==> config.mk <==
export PLATFORM = sky130hd
export DESIGN_NAME = mul8_share_sched
export DESIGN_NICKNAME = d
export VERILOG_FILES = /design/src/rtl/mul8_sched_pkg.sv /design/src/rtl/mul8_share_sched_rr_arb.sv /design/src/rtl/mul8_share_sched.sv
export SDC_FILE = /design/constraint.sdc
export NUM_CORES = 1
export LEC_CHECK = 0
export ABC_CLOCK_PERIOD_IN_PS = 3700
export BUFFER_PORTS_ARGS = -buffer_cell sky130_fd_sc_hd__buf_2
export CORE_AREA = 2 2 84 86
export CTS_CLUSTER_SIZE = 14
export DETAILED_ROUTE_END_ITERATION = 10
export DIE_AREA = 0 0 86 88
export GPL_ROUTABILITY_DRIVEN = 1
export PLACE_DENSITY_LB_ADDON = 0.25
export SETUP_SLACK_MARGIN = 0.2
export SYNTH_ARGS = -nofsm -noshare
export SYNTH_HDL_FRONTEND = slang
export SYNTH_SLANG_ARGS = --single-unit
export TNS_END_PERCENT = 20
==> constraint.sdc <==
create_clock -name clk -period 3.7 [get_ports clk]
set_input_delay 0.74 -clock clk [delete_from_list [all_inputs] [get_ports clk]]
set_output_delay 0.74 -clock clk [all_outputs]
set_load 0.005 [all_outputs]
==> src/rtl/mul8_sched_pkg.sv <==
// Shared types and constants for the shared 8x8 multiplier scheduler.
// Stage records are sized for the largest supported requester count (16).
package mul8_sched_pkg;

    localparam int OPW      = 8;
    localparam int PRODW    = 16;
    localparam int TAGW_MAX = 4;
    localparam logic [PRODW-1:0] STATS_SAT = 16'hFFFF;

    typedef struct packed {
        logic [OPW-1:0]      a;
        logic [OPW-1:0]      b;
        logic [TAGW_MAX-1:0] tag;
    } s1_t;

    typedef struct packed {
        logic [PRODW-1:0]    product;
        logic [TAGW_MAX-1:0] tag;
    } s2_t;

    function automatic logic [PRODW-1:0] abs_diff(input logic [PRODW-1:0] x,
                                                  input logic [PRODW-1:0] y);
        return (x > y) ? (x - y) : (y - x);
    endfunction

endpackage

==> src/rtl/mul8_share_sched_rr_arb.sv <==
// Round-robin arbiter: grants the first requester at or above the pointer, with wrap.
// Latency: combinational grant; the pointer moves to winner+1 on the granting edge.
// Backpressure: en=0 suppresses every grant and holds the pointer.
module rr_arb #(
    parameter int NREQ = 4,
    parameter int TAGW = (NREQ > 2) ? $clog2(NREQ) : 1
) (
    input  logic            clk,
    input  logic            rst_n,
    input  logic [NREQ-1:0] req,
    input  logic            en,
    output logic [NREQ-1:0] gnt,
    output logic [TAGW-1:0] gnt_idx
);

    logic [TAGW-1:0] ptr;
    logic            hit;

    always_comb begin
        gnt     = '0;
        gnt_idx = '0;
        hit     = 1'b0;
        for (int k = 0; k < NREQ; k++) begin
            if (en && !hit && req[(int'(ptr) + k) % NREQ]) begin
                hit                          = 1'b1;
                gnt[(int'(ptr) + k) % NREQ]  = 1'b1;
                gnt_idx                      = TAGW'((int'(ptr) + k) % NREQ);
            end
        end
    end

    always_ff @(posedge clk or negedge rst_n) begin
        if (!rst_n) begin
            ptr <= '0;
        end else if (hit) begin
            ptr <= (gnt_idx == TAGW'(NREQ - 1)) ? '0 : gnt_idx + TAGW'(1);
        end
    end

endmodule

==> src/rtl/mul8_share_sched.sv <==
// Shares one external 8x8 multiplier core among NREQ requesters (MUL8_ERR_STATS_EN adds error stats).
// Latency: 2 edges from accept to rsp_valid; 1 result per cycle while rsp_ready is high.
// Backpressure: a stalled response freezes S2, then S1, and req_ready drops while S1 is held.
module mul8_share_sched
    import mul8_sched_pkg::*;
#(
    parameter int NREQ = 4,
    parameter int TAGW = (NREQ > 2) ? $clog2(NREQ) : 1
) (
    input  logic                clk,
    input  logic                rst_n,
    input  logic [NREQ-1:0]     req_valid,
    output logic [NREQ-1:0]     req_ready,
    input  logic [NREQ*OPW-1:0] req_a,
    input  logic [NREQ*OPW-1:0] req_b,
    output logic [OPW-1:0]      mul_a,
    output logic [OPW-1:0]      mul_b,
    input  logic [PRODW-1:0]    mul_o,
    output logic                rsp_valid,
    input  logic                rsp_ready,
    output logic [TAGW-1:0]     rsp_tag,
    output logic [PRODW-1:0]    rsp_product
`ifdef MUL8_ERR_STATS_EN
    ,
    input  logic                stats_clr,
    output logic [PRODW-1:0]    err_cnt,
    output logic [PRODW-1:0]    err_max
`endif
);

    s1_t             s1_q;
    s2_t             s2_q;
    logic            v1, v2;
    logic            s2_free, s1_adv, s1_free;
    logic [NREQ-1:0] gnt;
    logic [TAGW-1:0] gnt_idx;
    logic [OPW-1:0]  sel_a, sel_b;

    assign s2_free = !v2 || rsp_ready;
    assign s1_adv  = v1 && s2_free;
    assign s1_free = !v1 || s1_adv;

    rr_arb #(.NREQ(NREQ), .TAGW(TAGW)) u_arb (
        .clk     (clk),
        .rst_n   (rst_n),
        .req     (req_valid),
        .en      (s1_free),
        .gnt     (gnt),
        .gnt_idx (gnt_idx)
    );

    assign req_ready = gnt;

    always_comb begin
        sel_a = '0;
        sel_b = '0;
        for (int i = 0; i < NREQ; i++) begin
            if (gnt[i]) begin
                sel_a = req_a[i*OPW +: OPW];
                sel_b = req_b[i*OPW +: OPW];
            end
        end
    end

    always_ff @(posedge clk or negedge rst_n) begin
        if (!rst_n) begin
            v1   <= 1'b0;
            s1_q <= '0;
        end else if (s1_free) begin
            v1 <= |gnt;
            if (|gnt) begin
                s1_q <= '{a: sel_a, b: sel_b, tag: TAGW_MAX'(gnt_idx)};
            end
        end
    end

    // The core is combinational from S1, so its product is captured on the S1->S2 move.
    always_ff @(posedge clk or negedge rst_n) begin
        if (!rst_n) begin
            v2   <= 1'b0;
            s2_q <= '0;
        end else if (s2_free) begin
            v2 <= v1;
            if (v1) begin
                s2_q <= '{product: mul_o, tag: s1_q.tag};
            end
        end
    end

    assign mul_a       = s1_q.a;
    assign mul_b       = s1_q.b;
    assign rsp_valid   = v2;
    assign rsp_tag     = s2_q.tag[TAGW-1:0];
    assign rsp_product = s2_q.product;

    generate
        if (TAGW < TAGW_MAX) begin : g_tag_pad
            logic tag_pad_unused;
            assign tag_pad_unused = ^s2_q.tag[TAGW_MAX-1:TAGW];
        end
    endgenerate

`ifdef MUL8_ERR_STATS_EN
    logic [PRODW-1:0] exact, err;

    assign exact = PRODW'(s1_q.a) * PRODW'(s1_q.b);
    assign err   = abs_diff(mul_o, exact);

    // Clear wins over a same-cycle update.
    always_ff @(posedge clk or negedge rst_n) begin
        if (!rst_n) begin
            err_cnt <= '0;
            err_max <= '0;
        end else if (stats_clr) begin
            err_cnt <= '0;
            err_max <= '0;
        end else if (s1_adv) begin
            if (err != '0 && err_cnt != STATS_SAT) begin
                err_cnt <= err_cnt + PRODW'(1);
            end
            if (err > err_max) begin
                err_max <= err;
            end
        end
    end
`endif

endmodule

-- Word-level counts from Yosys, hierarchy flattened
Index checks and enable logic that the tools add are counted.
- bits of input ports: 87
- register bits after elaboration: 40
- word-level logic and storage cells: 92
- output and inout port bits: 39
- equality and inequality tests: 1
- reductions and logical operators: 25
- multiplexer cells: 40
- order comparisons: 8
- add/sub/neg operators: 4
- bitwise logic cells: 6
- operators with widths (kind ; count):
    2-to-1 mux 8 bit ; 8
    2-to-1 mux 4 bit ; 4
    2-to-1 mux 1 bit ; 15
    logical AND 1 bit ; 12
    less-than comparator 3 x 4 -> 1 bit (second input constant) ; 3
    OR 4 bit ; 3
    2-to-1 mux 2 bit ; 5
    greater-or-equal comparator 3 x 1 -> 1 bit (second input constant) ; 3
    binary-select mux 1 bit (select 2 bit) ; 4
    demux 1 bit (select 2 bit) ; 4
    OR reduction 2 bit ; 3
    zero test 1 bit ; 5
    adder 2 x 1 -> 2 bit (second input constant) ; 2
    adder 2 bit (second input constant) ; 2
    AND reduction 2 bit ; 2
    OR reduction 4 bit ; 1
    AND 1 bit (first input constant) ; 3
    less-than comparator 2 x 3 -> 1 bit (second input constant) ; 1
    == test 2 bit (second input constant) ; 1
    greater-or-equal comparator 2 x 1 -> 1 bit (second input constant) ; 1
    logical OR 1 bit ; 2

-- Longest topological paths before layout
- depth after elaboration: 22
- depth in mapped cells: 13
- depth with buffers taken out: 10

-- Modules after synthesis
Synthesis repeated with hierarchy kept, for this count alone.
- cells, all modules: 231
- area, all modules: 2544.9 um2
- modules (own cells, without submodules) (module ; area an instance (um2) ; sequential area each (um2) ; cells an instance ; instances):
    mul8_share_sched ; 1964.4 ; 950.9 ; 165 ; 1
    rr_arb ; 580.6 ; 50.0 ; 66 ; 1

-- Worst setup path before layout
No wires, ideal clock.
- kind: register to output
- from: reg (tool-made name)
- to: out req_ready[3]
- buffers on the path: 4
- required time: 2.960 ns
- data arrival time: 2.786 ns
- path slack: 0.174 ns
- cell stages (with the launch flop): 10
- path through: dfrtp_1 buf_6 buf_4 inv_1 ha_1 mux4_2 a211oi_4 a221o_1 buf_4 clkbuf_1
- RTL lines (item ; RTL line ; source):
    end: declaration ; mul8_share_sched.sv:13 ; output logic [NREQ-1:0] req_ready,

-- Worst setup path in the final report
- from: reg u_arb.ptr[1]
- to: out req_ready[3]
- word-level cells in the longest chain between the ends: 16
- ends and longest elaborated chain (item ; RTL line ; source):
    start: declaration ; mul8_share_sched_rr_arb.sv:16 ; logic [TAGW-1:0] ptr;
    start signal: assignment ; mul8_share_sched_rr_arb.sv:36 ; ptr <= (gnt_idx == TAGW'(NREQ - 1)) ? '0 : gnt_idx + TAGW'(1);
    parallel branches: the longest is 15 deep, another holds less-than comparator 3 x 4 -> 1 bit ; -- ;
    2-to-1 mux 4 bit * ; mul8_share_sched_rr_arb.sv:24 ; if (en && !hit && req[(int'(ptr) + k) % NREQ]) begin
Every way passes the cells marked *. The select of a mux whose other input is x is not followed.

==> impl_metrics.json <==
{
  "io_buffers": 125,
  "tritoncts": "yes",
  "crit_type": "reg2out",
  "grt_antenna_before_repair": 0,
  "cts_root_buf": "clkbuf_8",
  "drc": 0,
  "drt-pass1-iter-count": 4,
  "grt_pass1_wl_um": 10300,
  "dp.cells": 410,
  "die_h_um": 88,
  "critPathMaxStageDelay_ps": 620,
  "vias_per_cell": 5.32,
  "grt-ovfl-total": 0,
  "layout-drive-gt1-share_pct": 54.2,
  "track_usage_pct": 17.1,
  "clk-insertion-delay-late_ps": 290,
  "via_count": 2307,
  "start_util_pct": 39.6,
  "ys_seq_area_share_pct": 38.0,
  "synth-edff-count": 0,
  "ys.flop_type": "dfrtp_1",
  "totalWireLength_um": 6810,
  "syn_avg_cell_area_um2": 11.5,
  "ir_drop_mv": 0.564,
  "reg2reg_slack_ps": 480,
  "hold_violations": 0,
  "layout_common_cells": "buf_2, dfrtp_1, buf_4, mux2_2",
  "hp-class": "reg2reg",
  "arrival_ps": 2670,
  "drtIter0Drc": 126,
  "placed_cell_area_mm2": 0.00320,
  "syn_to_final_growth_pct": 31.2,
  "io-pin-count": 126,
  "crit_fanout": 7,
  "slew_violations": 0,
  "place_hpwl_um": 5050,
  "core.rowCount": 30,
  "power_leakage_nw": 1.83,
  "cap_violations": 0,
  "worstSetupStartpoint": "u_arb.ptr[1]$_DFFE_PN0P_",
  "reg2regPathDepth": 10,
  "async_flop_share_pct": 100,
  "ys_warn_count": 0,
  "reg2reg_to": "mul_b[7]$_DFFE_PN0P_",
  "hold_buffers": 0,
  "synthCells": 229,
  "slowest_stage": "mux4_2",
  "die_area_mm2": 0.00757,
  "relSlewSlack_pct": 42.9,
  "fin_crit_sh_pct": 92.0,
  "grt_pass1_vias": 2154,
  "grt_max_degree": 41,
  "fin_crit_ps": 3410,
  "yosys.cell_types.count": 46,
  "cts.sinks": 40,
  "nets": 448,
  "syn_nets": 324,
  "gp_congestion": 0.884,
  "cp_data_required_time_ps": 2960,
  "setup_viol": 0,
  "path_clk_slew_ps": 80,
  "worst_pin_slew_ps": 856,
  "post_drt_wl_per_cell_um": 15.7,
  "fin_util_pct": 52.0,
  "core-area_mm2": 0.00664,
  "r2r_start": "u_arb.ptr[1]$_DFFE_PN0P_",
  "fmax_mhz": 294,
  "clk_path_buf_depth": 2,
  "setup.worst_path.end": "req_ready[3]",
  "fin_tns_setup_ps": 0,
  "antenna_cells": 0,
  "fin_cells": 434,
  "path_cells": "inv_1, ha_2, mux4_2, a211oi_4, buf_12, a221o_2, buf_2",
  "setup_ws_ps": 294,
  "ys_ff_latch": 40,
  "endpoint_kind": "output port",
  "fp.dieW_um": 86,
  "cp-start-kind": "flop",
  "worst_clock_skew_ps": 8.89,
  "post-place-ws_ps": 295,
  "fill_cells": 609,
  "final_area_mm2": 0.00345,
  "status": "finished clean",
  "ant_nets": 0,
  "final_common_cell": "buf_2",
  "hold_start": "rsp_product[10]$_DFFE_PN0P_",
  "cts_buffers": 5,
  "powerDensity_mw_per_mm2": 1050,
  "rsz0062_at_grt": "true",
  "h-tree-depth": 2,
  "syn_area_mm2": 0.00263
}
[report_power, final]
group          internal, W  switching [W]  total (W)  leakage [nW]
logic              0.00127        0.00124    0.00251          1.29
clock network     0.000203       0.000156   0.000359        0.0583
registers         0.000671       0.000107   0.000778         0.484
[per-stage QoR]
step           power, W  hold WS [ps]
6_report        0.00364           502
5_1_grt         0.00393           524
4_1_cts         0.00350           506
3_5_place_dp    0.00309           488
3_3_place_gp    0.00305           479
2_1_floorplan   0.00262           444
[cell families (layout without fill, tap and decap cells)]
kind of cell               Yosys count  in the layout  share of synthesized area (%)
and+or+nand+nor                     47             47                           10.3
buffers and inverters               38            163                           9.41
DFF                                 40             40                           38.0
adders and majority gates            8              8                           3.80
AOI/OAI and AO/OA                   70             70                           26.6
muxes                               24             24                           11.2
xor gates and xnor gates             2              2                          0.666
[flip-flops by register name (all words and copies together) (netlist names), named ones only]
signal,flops
v1,1
mul_a,8
rsp_tag,2
rsp_product,16
u_arb.ptr,1
s1_q,2
mul_b,8
rsp_valid,1
[metal layers]
metal / global-route usage, % / vias up / share of wire [%]
met4: 5.34 / 0 / 1.7
met3: 3.68 / 13 / 6.7
li1: - / 1113 / -
met2: 27.6 / 97 / 47
met5: 0 / - / 0
met1: 23.0 / 1084 / 45
[cell usage after synthesis (2+ instances only)]
cell      number  area (µm²)
buf_4         19         143
dfrtp_1       40        1000
buf_2          5        25.0
inv_4          2        12.5
clkbuf_1       3        11.3
ha_1           8         100
nor3b_1        2        15.0
nor2_1         2        7.51
o221a_1       16         180
a21o_1        16         120
a21oi_1        6        30.0
mux2_2        19         214
o21ai_0        2        10.0
nand2_1       13        48.8
a221o_1       17         170
and3_1        16         100
buf_6          3        33.8
nand3b_1       4        30.0
a221oi_4       2        52.6
mux4_2         2        45.0
nor4_1         2        12.5
inv_1          5        18.8
nand3_1        2        10.0
[layout make-up]
cell class              instances  area, µm²  share of cell area (%)
multi-input cells             151       1390                    40.3
clock inverters                 3       47.5                    1.38
well taps                      80        100                    2.90
clock buffers                   5       68.8                    1.99
flip-flops and latches         40       1000                    29.0
inverters                       8       40.0                    1.16
repair buffers                147        803                    23.3
[worst min path at each step]
stage                                        endpoint  cells after the start  slack, ps
final                     rsp_product[10]$_DFFE_PN0P_                      1        500
after global routing      rsp_product[10]$_DFFE_PN0P_                      1        520
after CTS                 rsp_product[10]$_DFFE_PN0P_                      1        510
after detailed placement  rsp_product[10]$_DFFE_PN0P_                      1        490
after global placement            s1_q[1]$_DFFE_PN0P_                      2        480
after floorplan                             async pin                      0        440
[critical path, delay by kind of cell, from the launching register on]
family	cells	cell delay, ps
AOI/OAI and AO/OA	2	530
adders and majority gates	1	440
buffers and inverters	3	430
DFF	1	360
muxes	1	620
[repair_timing]
item                                    in CTS  in global routing
pin swaps                                    1                  0
gates resized for setup                      0                  4
endpoints found under the setup margin       4                  5
gates cloned                                 0                  0
setup buffers                                2                 14
No activity file was read; power rests on OpenSTA's default activity.
